File: src/rtl/mac_pkg.sv
// Shared types and widths for the Booth multiply-accumulate controller.
// MAC_SAT_EN selects saturating accumulation (limits below) instead of wrapping.
package mac_pkg;

  localparam int unsigned OP_W   = 16;
  localparam int unsigned PROD_W = 32;
  localparam int unsigned ACC_W  = 40;

  // Saturation limits of the signed accumulator
  localparam logic [ACC_W-1:0] ACC_MAX = {1'b0, {(ACC_W-1){1'b1}}};
  localparam logic [ACC_W-1:0] ACC_MIN = {1'b1, {(ACC_W-1){1'b0}}};

  typedef enum logic [2:0] {
    IDLE      = 3'd0,
    START     = 3'd1,
    WAIT_BUSY = 3'd2,
    WAIT_DONE = 3'd3,
    ACC       = 3'd4,
    OUT       = 3'd5
  } state_e;

endpackage

File: src/rtl/mac_acc40.sv
// Combinational 40-bit accumulate step: sign-extends the product and adds it.
// With MAC_SAT_EN the sum clamps to the signed range and flags overflow.
module mac_acc40
  import mac_pkg::*;
(
  input  logic [ACC_W-1:0]  acc_i,
  input  logic [PROD_W-1:0] prod_i,
  output logic [ACC_W-1:0]  sum_c,
  output logic              ovf_c
);

  logic [ACC_W-1:0] prod_ext;
  logic [ACC_W-1:0] raw;

  always_comb begin
    prod_ext = {{(ACC_W-PROD_W){prod_i[PROD_W-1]}}, prod_i};
    raw      = acc_i + prod_ext;
    sum_c    = raw;
    ovf_c    = 1'b0;
`ifdef MAC_SAT_EN
    // Overflow only when both addends share a sign the result does not
    ovf_c = (acc_i[ACC_W-1] == prod_ext[ACC_W-1]) && (raw[ACC_W-1] != acc_i[ACC_W-1]);
    if (ovf_c) begin
      sum_c = acc_i[ACC_W-1] ? ACC_MIN : ACC_MAX;
    end
`else
    ovf_c = 1'b0;
`endif
  end

endmodule

File: src/rtl/booth_mac_ctrl.sv
// Dot-product controller driving a sequential Booth multiplier and a 40-bit accumulator.
// Build option MAC_SAT_EN: saturating accumulate with sticky overflow (else wrap, out_ovf=0).
module booth_mac_ctrl
  import mac_pkg::*;
(
  input  logic              clk,
  input  logic              rst_n,
  input  logic              in_valid,
  output logic              in_ready,
  input  logic [OP_W-1:0]   in_x,
  input  logic [OP_W-1:0]   in_y,
  input  logic              in_last,
  output logic              mul_start,
  output logic [OP_W-1:0]   mul_x,
  output logic [OP_W-1:0]   mul_y,
  input  logic              mul_busy,
  input  logic [PROD_W-1:0] mul_z,
  output logic              out_valid,
  input  logic              out_ready,
  output logic [ACC_W-1:0]  out_acc,
  output logic              out_ovf
);

  state_e state_q, state_d;

  logic              in_ready_q, in_ready_d;
  logic              mul_start_q, mul_start_d;
  logic              out_valid_q, out_valid_d;
  logic [OP_W-1:0]   mul_x_q, mul_x_d;
  logic [OP_W-1:0]   mul_y_q, mul_y_d;
  logic              last_q, last_d;
  logic [ACC_W-1:0]  acc_q, acc_d;
  logic              ovf_q, ovf_d;
  logic [ACC_W-1:0]  sum_c;
  logic              ovf_c;
  logic              accept_c;

  assign accept_c = (state_q == IDLE) && in_valid && in_ready_q;

  mac_acc40 u_acc (
    .acc_i  (acc_q),
    .prod_i (mul_z),
    .sum_c  (sum_c),
    .ovf_c  (ovf_c)
  );

  // State register plus all registered outputs and datapath
  always_ff @(posedge clk or negedge rst_n) begin
    if (!rst_n) begin
      state_q     <= IDLE;
      in_ready_q  <= 1'b0;
      mul_start_q <= 1'b0;
      out_valid_q <= 1'b0;
      mul_x_q     <= '0;
      mul_y_q     <= '0;
      last_q      <= 1'b0;
      acc_q       <= '0;
      ovf_q       <= 1'b0;
    end else begin
      state_q     <= state_d;
      in_ready_q  <= in_ready_d;
      mul_start_q <= mul_start_d;
      out_valid_q <= out_valid_d;
      mul_x_q     <= mul_x_d;
      mul_y_q     <= mul_y_d;
      last_q      <= last_d;
      acc_q       <= acc_d;
      ovf_q       <= ovf_d;
    end
  end

  // Next-state logic
  always_comb begin
    state_d = state_q;
    case (state_q)
      IDLE:      if (accept_c) state_d = START;
      START:     state_d = WAIT_BUSY;
      WAIT_BUSY: if (mul_busy) state_d = WAIT_DONE;
      WAIT_DONE: if (!mul_busy) state_d = ACC;
      ACC:       state_d = last_q ? OUT : IDLE;
      OUT:       if (out_ready) state_d = IDLE;
      default:   state_d = IDLE;
    endcase
  end

  // Output and datapath next values; handshake outputs follow the upcoming state
  always_comb begin
    in_ready_d  = (state_d == IDLE);
    mul_start_d = (state_d == START);
    out_valid_d = (state_d == OUT);
    mul_x_d     = mul_x_q;
    mul_y_d     = mul_y_q;
    last_d      = last_q;
    acc_d       = acc_q;
    ovf_d       = ovf_q;
    case (state_q)
      IDLE: begin
        if (accept_c) begin
          mul_x_d = in_x;
          mul_y_d = in_y;
          last_d  = in_last;
        end
      end
      ACC: begin
        acc_d = sum_c;
        ovf_d = ovf_q | ovf_c;
      end
      OUT: begin
        if (out_ready) begin
          acc_d = '0;
          ovf_d = 1'b0;
        end
      end
      default: ;
    endcase
  end

  assign in_ready  = in_ready_q;
  assign mul_start = mul_start_q;
  assign out_valid = out_valid_q;
  assign mul_x     = mul_x_q;
  assign mul_y     = mul_y_q;
  assign out_acc   = acc_q;
`ifdef MAC_SAT_EN
  assign out_ovf   = ovf_q;
`else
  assign out_ovf   = 1'b0 & ovf_q;
`endif

endmodule

File: config.mk
export PLATFORM = sky130hd
export DESIGN_NAME = booth_mac_ctrl
export DESIGN_NICKNAME = d
export VERILOG_FILES = /design/src/rtl/mac_pkg.sv /design/src/rtl/mac_acc40.sv /design/src/rtl/booth_mac_ctrl.sv
export SDC_FILE = /design/constraint.sdc
export NUM_CORES = 1
export LEC_CHECK = 0
export ABC_AREA = 1
export BUFFER_PORTS_ARGS = -buffer_cell sky130_fd_sc_hd__clkbuf_2
export CORE_ASPECT_RATIO = 1.1
export CORE_MARGIN = 2
export CORE_UTILIZATION = 40
export DETAILED_ROUTE_END_ITERATION = 10
export GPL_ROUTABILITY_DRIVEN = 0
export GPL_TIMING_DRIVEN = 0
export PLACE_DENSITY_LB_ADDON = 0.1
export SETUP_SLACK_MARGIN = 0.4
export SLEW_MARGIN = 15
export SYNTH_ARGS = -nofsm -noshare
export SYNTH_HDL_FRONTEND = slang
export SYNTH_HIERARCHICAL = 1
export SYNTH_SLANG_ARGS = --single-unit
File: constraint.sdc
create_clock -name clk -period 1.88 [get_ports clk]
set_input_delay 0.47 -clock clk [delete_from_list [all_inputs] [get_ports clk]]
set_output_delay 0.47 -clock clk [all_outputs]
set_load 0.1 [all_outputs]
==> flow_summary.yaml <==
timing:
  tightest_slew_ps: 565
  setup_violations: 30
  rsz0062_at_grt: "true"
  fmax_mhz: 471
  timing.final.ws_setup_ps: -243
  slew_headroom_pct: 62.3
  final-hold-violation-count: 0
  period_minus_slack_ps: 2120
  fin_crit_sh_pct: 113
  drv_slew: 0
  skew_ps: 12.7
drt:
  post_drt_wl_per_cell_um: 14.9
  drtPass1Iterations: 5
  viasPerCell: 4.85
  drt_iter0_markers: 343
  drc: 0
  ant_nets: 0
  num_vias: 6680
  wl_um: 20500
critical_path:
  crit_type: "reg2reg"
  r2r_setup_slack_ps: -240
  cp.arrival_ps: 2360
  cp_data_required_time_ps: 2120
  cp-startpoint: "out_acc[0]"
  cp-start-kind: "flop"
  endpoint_kind: "flop"
  crit_path_max_fanout: 5
  r2r-start: "out_acc[0]"
run:
  max_cap_violations: 0
synthesis:
  syn_area_um2: 6100
  synth_fp_nets: 1065
  synth_cells: 955
  synth.avg_cell_area_um2: 6.39
  yosysWarnings: 6
cells_and_area:
  fillers: 1213
  drive_above_1_share_pct: 42.0
  final_cells: 1378
  nets: 1287
  regArea_um2: 2110
  multi_input_area_um2: 4750
  synthToLayoutAreaGrowth_pct: 72.5
  num_antenna_cells: 0
  finalInstanceArea_um2: 10500
status:
  violations: "negative setup slack"
  outcome: "complete, but fails checks"
clock_tree:
  clkLatencyLatePin_ps: 350
  cts_tree: "done"
  cts-htree-levels: 3
  clk_pin_slew_ps: 70
  cts.path.max_buffers: 2
  holdBufCountCts: 0
  cts_buffers: 9
  clock-sinks: 79
  cts.root.buffer_cell: "clkbuf_16"
global_routing:
  grt_max_degree: 53
  grt_pass1_wl_um: 31800
  overflow: 0
  grt_pass1_vias: 6558
  antenna_found_initial: 0
  grt_use_total_pct: 24.3
die:
  coreArea_um2: 15000
  die_width_um: 122
  ios: 146
  die_y_um: 134
  start_util_pct: 40.7
  num_rows: 47
  die_area_um2: 16300
place:
  place_area_um2: 7740
  dp.cells: 1296
  post-dp-hpwl_um: 13700
  io_buffers: 144
hold_path:
  hp-class: "in2async"
-- critical path, stage by stage, from the launching register on --
cell and delay, ps:
dfrtp_4 490, ha_4 170, fa_2 350, nand3_2 90
nand3_4 110, nand2_2 100, nand3_2 100, nand2_2 130
nand2_4 90, nand2_2 80, nand2_1 50, nand2_1 70
nand2_2 60, nand2_1 70, nand2_1 50
-- sequential cells by signal, indices dropped and copies added (netlist names) --
signal	count
mul_y	16
state_q	3
out_valid	1
mul_start	1
last_q	1
out_acc	40
mul_x	16
in_ready	1
-- final timing paths --
| path | endpoint | depth (start not counted) |
|---|---|---|
| worst max register to register | out_acc[32] | 14 |
| max in group asynchronous | out_acc[30] | 2 |
| worst min register to register | last_q | 2 |
| worst min-delay path | mul_x[8] | 1 |
| min in group clk | mul_x[9] | 3 |
| worst max-delay path | out_acc[32] | 14 |
-- layout by cell type, fill, tap and decap left out, types with 36 or more instances in the layout --
cell type / instances
dfrtp_1: 39
nor2_1: 39
ha_4: 36
nand2_2: 52
nand3_1: 59
clkbuf_16: 48
nand2_1: 356
clkbuf_2: 69
buf_6: 40
inv_1: 118
-- routing by layer --
layer  global-route usage (%)  wire [um]  vias to the layer above
li1                         -          -                     3377
met2                     40.1       9860                      193
met1                     31.4       8820                     3071
met4                     7.73        581                        0
met3                     5.78       1280                       39
met5                        0          0                        -
-- repair_timing --
item                                    4_1_cts  5_1_grt
pin swaps                                    62       70
endpoints found under the setup margin      111       97
resized for setup                           321       99
cloned                                        0        1
buffers inserted                             45       20
-- final cells by class --
class	instances	area share, %
multi-input cells	720	45.2
flip-flops and latches	79	20.1
inverters	138	4.95
plain buffers	19	1.17
clock buffers	10	2.18
well taps	196	2.33
repair buffers	210	23.5
clock inverters	6	0.642
-- metrics by stage --
stage	hold WS [ps]	setup slack [ps]	TNS [ps]	utilization [%]
finish	78.6	-243	-3140	70.2
global placement	455	-869	-60760	51.4
detailed placement	458	-431	-5580	51.6
global route	105	-355	-5990	70.2
CTS	83.2	-205	-1640	66.5
floorplan	174	-201	-1460	-
Power is not shown: default switching activity piles up to over one toggle a cycle in this logic, so the estimate is an artifact.
